**src/rtl/vec_pkg.sv**
```systemverilog
// Shared definitions for the vector write-back merge stage: SEW codes,
// FSM states and the element-count helper.
package vec_pkg;

    typedef enum logic [2:0] {
        SEW8  = 3'b000,
        SEW16 = 3'b001,
        SEW32 = 3'b010,
        SEW64 = 3'b011
    } sew_e;

    typedef enum logic [2:0] {
        ST_IDLE    = 3'd0,
        ST_COLLECT = 3'd1,
        ST_MERGE   = 3'd2,
        ST_WRITE   = 3'd3,
        ST_FIN     = 3'd4
    } state_e;

    // Number of elements of width 8<<vsew that fit in one vlen-bit register.
    function automatic int elems(input logic [2:0] vsew, input int vlen);
        return vlen >> (int'(vsew[1:0]) + 3);
    endfunction

endpackage

```
**src/rtl/vec_elem_select.sv**
```systemverilog
// Combinational per-element merge: picks each element from its owning lane
// capture or from the old destination, under vstart, vl and the v0 mask.
module vec_elem_select
    import vec_pkg::*;
#(
    parameter int VLEN      = 128,
    parameter int MAX_LANES = 4
) (
    input  logic [1:0]                nb_lanes,
    input  logic [2:0]                vsew,
    input  logic [10:0]               vl,
    input  logic [10:0]               vstart,
    input  logic                      vm,
    input  logic [VLEN-1:0]           v0_mask,
    input  logic [VLEN-1:0]           old_vd,
    input  logic [MAX_LANES*VLEN-1:0] cap,
    output logic [VLEN-1:0]           merged
);

    localparam int NBYTES = VLEN / 8;
    localparam int MW     = $clog2(VLEN);
    localparam int LW     = $clog2(MAX_LANES);

    logic [10:0]   vl_eff;
    logic [10:0]   e_idx;
    logic [LW-1:0] lane_mask;
    logic [LW-1:0] lane;
    logic          act;

    // Work byte by byte; each byte belongs to element (byte >> vsew), so one
    // loop covers every element width without a per-SEW case.
    always_comb begin
        vl_eff    = vl;
        e_idx     = '0;
        lane      = '0;
        act       = 1'b0;
        merged    = old_vd;
        lane_mask = LW'((32'd1 << nb_lanes) - 32'd1);
        if (vl > 11'(elems(vsew, VLEN))) begin
            vl_eff = 11'(elems(vsew, VLEN));
        end
        for (int b = 0; b < NBYTES; b++) begin
            e_idx = 11'(b >> vsew[1:0]);
            lane  = e_idx[LW-1:0] & lane_mask;
            act   = (e_idx >= vstart) && (e_idx < vl_eff) &&
                    (vm || v0_mask[e_idx[MW-1:0]]);
            if (act) begin
                merged[b*8 +: 8] = cap[int'(lane)*VLEN + b*8 +: 8];
            end
        end
    end

endmodule

```
**src/rtl/vec_wb_merge.sv**
```systemverilog
// Vector write-back merge: runs the lanes, captures each lane's result on its
// done, merges the interleaved elements and writes one register to the VRF.
module vec_wb_merge
    import vec_pkg::*;
#(
    parameter int VLEN      = 128,
    parameter int MAX_LANES = 4
) (
    input  logic                      clk,
    input  logic                      reset,
    input  logic                      start,
    input  logic [1:0]                nb_lanes,
    input  logic [2:0]                vsew,
    input  logic [10:0]               vl,
    input  logic [10:0]               vstart,
    input  logic                      vm,
    input  logic [VLEN-1:0]           v0_mask,
    input  logic [VLEN-1:0]           old_vd,
    input  logic [4:0]                vd_addr,
    input  logic [MAX_LANES*VLEN-1:0] lane_vd,
    input  logic [MAX_LANES-1:0]      lane_done,
    output logic                      lane_run,
    output logic                      wr_valid,
    input  logic                      wr_ready,
    output logic [4:0]                wr_addr,
    output logic [VLEN-1:0]           wr_data,
    output logic                      busy,
    output logic                      done
);

    state_e                    state_q, state_d;
    logic [1:0]                nb_q, nb_d;
    logic [2:0]                sew_q, sew_d;
    logic [10:0]               vl_q, vl_d;
    logic [10:0]               vstart_q, vstart_d;
    logic                      vm_q, vm_d;
    logic [VLEN-1:0]           mask_q, mask_d;
    logic [VLEN-1:0]           old_q, old_d;
    logic [4:0]                addr_q, addr_d;
    logic [MAX_LANES*VLEN-1:0] cap_q, cap_d;
    logic [MAX_LANES-1:0]      capd_q, capd_d;
    logic                      run_q, run_d;
    logic                      valid_q, valid_d;
    logic [VLEN-1:0]           data_q, data_d;
    logic                      done_q, done_d;
    logic [MAX_LANES-1:0]      used;
    logic [VLEN-1:0]           merged;

    vec_elem_select #(
        .VLEN      (VLEN),
        .MAX_LANES (MAX_LANES)
    ) u_sel (
        .nb_lanes (nb_q),
        .vsew     (sew_q),
        .vl       (vl_q),
        .vstart   (vstart_q),
        .vm       (vm_q),
        .v0_mask  (mask_q),
        .old_vd   (old_q),
        .cap      (cap_q),
        .merged   (merged)
    );

    always_comb begin
        state_d  = state_q;
        nb_d     = nb_q;
        sew_d    = sew_q;
        vl_d     = vl_q;
        vstart_d = vstart_q;
        vm_d     = vm_q;
        mask_d   = mask_q;
        old_d    = old_q;
        addr_d   = addr_q;
        cap_d    = cap_q;
        capd_d   = capd_q;
        run_d    = run_q;
        valid_d  = valid_q;
        data_d   = data_q;
        done_d   = 1'b0;
        for (int i = 0; i < MAX_LANES; i++) begin
            used[i] = (i < (32'd1 << nb_q));
        end

        case (state_q)
            ST_IDLE: begin
                if (start) begin
                    nb_d     = nb_lanes;
                    sew_d    = vsew;
                    vl_d     = vl;
                    vstart_d = vstart;
                    vm_d     = vm;
                    mask_d   = v0_mask;
                    old_d    = old_vd;
                    addr_d   = vd_addr;
                    capd_d   = '0;
                    run_d    = 1'b1;
                    state_d  = ST_COLLECT;
                end
            end
            ST_COLLECT: begin
                for (int i = 0; i < MAX_LANES; i++) begin
                    if (run_q && used[i] && lane_done[i] && !capd_q[i]) begin
                        cap_d[i*VLEN +: VLEN] = lane_vd[i*VLEN +: VLEN];
                        capd_d[i]             = 1'b1;
                    end
                end
                // Unused lanes count as captured so only real lanes gate the exit.
                if (&(capd_d | ~used)) begin
                    run_d   = 1'b0;
                    state_d = ST_MERGE;
                end
            end
            ST_MERGE: begin
                data_d  = merged;
                valid_d = 1'b1;
                state_d = ST_WRITE;
            end
            ST_WRITE: begin
                if (valid_q && wr_ready) begin
                    valid_d = 1'b0;
                    done_d  = 1'b1;
                    state_d = ST_FIN;
                end
            end
            ST_FIN: begin
                state_d = ST_IDLE;
            end
            default: begin
                state_d = ST_IDLE;
            end
        endcase
    end

    always_ff @(posedge clk) begin
        if (reset) begin
            state_q  <= ST_IDLE;
            nb_q     <= '0;
            sew_q    <= '0;
            vl_q     <= '0;
            vstart_q <= '0;
            vm_q     <= 1'b0;
            mask_q   <= '0;
            old_q    <= '0;
            addr_q   <= '0;
            cap_q    <= '0;
            capd_q   <= '0;
            run_q    <= 1'b0;
            valid_q  <= 1'b0;
            data_q   <= '0;
            done_q   <= 1'b0;
        end else begin
            state_q  <= state_d;
            nb_q     <= nb_d;
            sew_q    <= sew_d;
            vl_q     <= vl_d;
            vstart_q <= vstart_d;
            vm_q     <= vm_d;
            mask_q   <= mask_d;
            old_q    <= old_d;
            addr_q   <= addr_d;
            cap_q    <= cap_d;
            capd_q   <= capd_d;
            run_q    <= run_d;
            valid_q  <= valid_d;
            data_q   <= data_d;
            done_q   <= done_d;
        end
    end

    assign lane_run = run_q;
    assign wr_valid = valid_q;
    assign wr_addr  = addr_q;
    assign wr_data  = data_q;
    assign done     = done_q;
    assign busy     = (state_q != ST_IDLE);

endmodule
```
**config.mk**
```make
export PLATFORM = sky130hd
export DESIGN_NAME = vec_wb_merge
export DESIGN_NICKNAME = d
export VERILOG_FILES = /design/src/rtl/vec_pkg.sv /design/src/rtl/vec_elem_select.sv /design/src/rtl/vec_wb_merge.sv
export SDC_FILE = /design/constraint.sdc
export NUM_CORES = 2
export LEC_CHECK = 0
export ABC_CLOCK_PERIOD_IN_PS = 6500
export BUFFER_PORTS_ARGS = -buffer_cell sky130_fd_sc_hd__clkbuf_2
export CAP_MARGIN = 0
export CORE_AREA = 8 8 359 361
export CTS_BUF_LIST = sky130_fd_sc_hd__clkbuf_8
export DETAILED_ROUTE_END_ITERATION = 12
export DIE_AREA = 0 0 367 369
export SETUP_SLACK_MARGIN = 0.1
export SYNTH_ARGS = -nofsm -noshare
export SYNTH_HDL_FRONTEND = slang
export SYNTH_SLANG_ARGS = --single-unit
```
**constraint.sdc**
```tcl
create_clock -name clk -period 6.5 [get_ports clk]
set_input_delay 1.3 -clock clk [delete_from_list [all_inputs] [get_ports clk]]
set_output_delay 1.3 -clock clk [all_outputs]
set_load 0.005 [all_outputs]
```
==> key figures <==
Worst setup path
  – Crit-path most repeated cell: ha_1
  – Largest stage delay, worst path: ~0.73 ns
  – Critical path origin: sew_q[1]
  – Critical Path Fanout Max: 20
  – Worst r2r src: sew_q[1]
  – Setup CP Type: reg -> reg
  – CP endpoint: wr_data[117]
  – Data arrival time of the critical path: 5.67 ns
  – Crit-path slowest cell: o211ai_2
  – Cell Chain, Critical Path: inv_1, ha_1, clkinv_1, buf_4, ha_1, a21oi_2, o211ai_2, buf_4, a21oi_2, nor2_1, a21oi_1, ha_1, inv_1, a2111oi_0, o2111ai_1, o211ai_2, mux2i_1, a211oi_1
  – FF-to-FF End: wr_data[117]
  – Worst-case reg-to-reg path depth: 18
  – Worst path required time: slightly above 7 ns
  – CP Buf/Inv Count: 5
  – CP Launch Type: flop
  – CP delay by family, top: compound AO/OA/AOI/OAI gates
  – Crit path capture type: flop
  – Critical Path Stages: 18
  – Worst reg2reg setup slack: 1.51 ns

STA
  – Final setup margin: about 1.5 ns
  – Max-slew headroom: 0.223
  – Worst slew pin tran: around 1.2 ns
  – RSZ-0062 raised after global routing: false
  – Fmax: 201 MHz
  – Fin crit share: 0.767
  – Final setup violation count: 0
  – Worst-case hold slack: 0.450 ns
  – Setup total negative slack: 0 ns
  – Fin crit period: 4.99 ns
  – Slew Limit Fails: 0
  – Final hold vios: 0
  – Skew final: 0.0451 ns

Pwr
  – Clock network power share: 0.414
  – Reg power frac: 0.431
  – Net Sw Frac: 0.304
  – Combinational fraction of design power: 0.156
  – Pleak: 0.0162 uW
  – Psw: between 3000 and 4000 uW
  – Total power: about 12,000 uW
  – Internal power: a little over 8000 uW
  – Max VDD drop: around 0.00020 V
  – Pwr dens: 282 mW/mm^2

Synth
  – Main area contributors after synthesis: dfxtp_1, nand2_1, a21oi_1, mux4_2, clkbuf_1
  – Cell accounting for the most synthesized area: dfxtp_1
  – FF+latch count, synth: 786
  – Sequential share of the synthesized area: 0.466
  – Post-synthesis mux area share: 0.128
  – Share of the synthesized area in the top cell type: 0.466
  – Synth async-reset ratio: 0
  – Compound-gate portion of the synthesized area: 0.159
  – Synthesized area: ~0.034 sq mm
  – Simple logic cell fraction of the synthesized area: 0.195
  – Number of synthesized flops with an enable pin: 0
  – Adder-Cell Fraction of Synth Area: 0.0144
  – Ys Warns: 0
  – Synth Area in XOR/XNOR: 0
  – Syn_area_per_cell: 8.44 sq um
  – Largest family of logic cells by synthesized area: simple AND/OR/NAND/NOR gates
  – Leading register cell type out of synthesis: dfxtp_1
  – Post-synthesis instance total: 4,003
  – Post-Synthesis Net Count: 4,851
  – Synth cell types: 79

Die
  – Initial core utilization: 0.275
  – IO Pins: ~950
  – Die Y: between 300 and 400 microns
  – Die area: 0.135 sq mm
  – Die W: 367 microns
  – Core area: 0.123 sq mm
  – Site Rows: between 100 and 150

Clock tree
  – # Post-CTS Setup Buffers: 0
  – CTS H-tree depth: 4
  – Clock root buffer: clkbuf_8
  – Post_cts resized: 0
  – Clock transition at the registers of the reported paths: 0.06 ns
  – CTS sink cnt: 786
  – Post-CTS Hold Fix Bufs: 0
  – Max Root-Sink Buffers: 3
  – CTS tree: built
  – Skew-Pair Late Insertion Delay: slightly below 0.9 ns
  – Num CTS Buffers: around 140

Global routing
  – Global-route wire length before repair: roughly 220 mm
  – Grt ovf: 0
  – GRT Overall Usage: 0.215
  – Initial antenna violation count: 55
  – Largest net degree at the start of global routing: 210
  – Vias in the first global route: between 30,000 and 40,000

Final layout
  – Layout net count: between 5,000 and 6,000
  – P&R area growth vs syn: 25.5%
  – Share of post-route cells with drive strength above 1: 0.267
  – Util after Layout: 0.345
  – Commonest non-fill, non-tap cell in the layout: nand2_1
  – Most frequent cells in the layout: nand2_1, clkbuf_2, dfxtp_1

Place
  – IO buf count: roughly 790
  – Pre-CTS setup slack: around 1.5 ns
  – Detailed Place HPWL: about 110 mm
  – Final Wtd Congestion: between 0.8 and 0.9

Run
  – Maximum capacitance violations: 0

Route
  – 1st-iter DRT viols: roughly 2,900
  – Routed vias/inst: between 5 and 6
  – Via count: around 33,000
  – Final ANT Viol Nets: 0
  – Detailed Route WL: 153 mm
  – Drt wl/cell: 23.6 microns
  – Initial DRT Pass Iterations: 5
  – Number of remaining DRC errors: 0

Min path
  – HP Class: reg -> reg
  – Hold Startpoint: wr_data[64]

Outcome
  – Outcome: complete, no violations
==> power by group through the flow <==
stage                     clock network [uW]  logic [uW]  registers, uW
after detailed placement                   0        1870           5240
after global routing                    5300        2010           5160
after CTS                               5070        1870           5130
after global placement                     0        1850           5230
after floorplan                            0        1050           5190
final                                   4940        1860           5140
==> flip-flops by register name, indices dropped and copies added (netlist names), 3 cells and up <==
register / flops
cap_q: 472
old_q: 128
wr_data: 128
mask_q: 16
vl_q: 11
vstart_q: 11
wr_addr: 5
capd_q: 4
state_q: 3
==> stage by stage <==
stage                     instances  instance area, sq um
after floorplan                4003                 33800
after global placement         6187                 39300
after detailed placement       6187                 39300
after CTS                      6448                 42300
after global routing           6477                 42400
final                          6487                 42400
==> how the worst min path moves through the flow <==
stage / cells after the start / slack (ns) / to
after floorplan: 2 / 0.43 / old_q[80]
after global placement: 2 / 0.44 / wr_data[10]
after detailed placement: 2 / 0.44 / wr_data[64]
after CTS: 2 / 0.45 / wr_data[64]
after global routing: 2 / 0.46 / wr_data[71]
final: 2 / 0.45 / wr_data[64]
==> worst reg2reg max path, delay by kind of cell, from the launching register on <==
kind	cells	cell delay, ns
and+or+nand+nor	1	0.07
muxes	1	0.27
adders and majority gates	3	0.92
buffers and inverters	5	0.96
AOI/OAI and AO/OA	8	2.29
DFF	1	0.31
==> per-layer routing <==
layer / wire length [microns] / GRT usage
met1: 63400 / 0.269
met2: 71100 / 0.342
met3: 12700 / 0.0666
met4: 5610 / 0.0907
met5: 53 / 0
==> logic make-up (layout without fill, tap and decap cells) <==
family | Yosys count | after routing
simple gates | 1671 | 1671
other cells | 0 | 39
flops | 786 | 786
compound gates | 931 | 931
buf+inv | 327 | 1135
mux | 249 | 249
fa+ha+maj | 39 | 39
==> synthesized netlist by cell type (9+ instances only) <==
| cell type | count |
|---|---|
| a211oi_1 | 84 |
| a21oi_1 | 689 |
| a221oi_1 | 11 |
| a31oi_1 | 27 |
| buf_1 | 9 |
| buf_2 | 17 |
| clkbuf_1 | 273 |
| dfxtp_1 | 786 |
| ha_1 | 39 |
| inv_1 | 25 |
| mux2_2 | 12 |
| mux2i_1 | 92 |
| mux4_2 | 144 |
| nand2_1 | 1371 |
| nand2b_1 | 27 |
| nand3_1 | 37 |
| nand4_1 | 16 |
| nor2_1 | 163 |
| nor3_1 | 12 |
| o21ai_0 | 21 |
| o21ai_1 | 20 |
| o311a_1 | 13 |
==> area by class of cell <==
| type | instances | area (sq um) |
|---|---|---|
| diodes | 39 | 97.6 |
| clock buffers | 181 | 2490 |
| clock inverters | 80 | 520 |
| fillers | 13100 | 80600 |
| inverters | 27 | 101 |
| multi-input cells | 2890 | 16900 |
| flip-flops and latches | 786 | 15700 |
| well taps | 1637 | 2050 |
| repair buffers | 847 | 4510 |
Note: power is estimated with default switching activity, not from simulation.
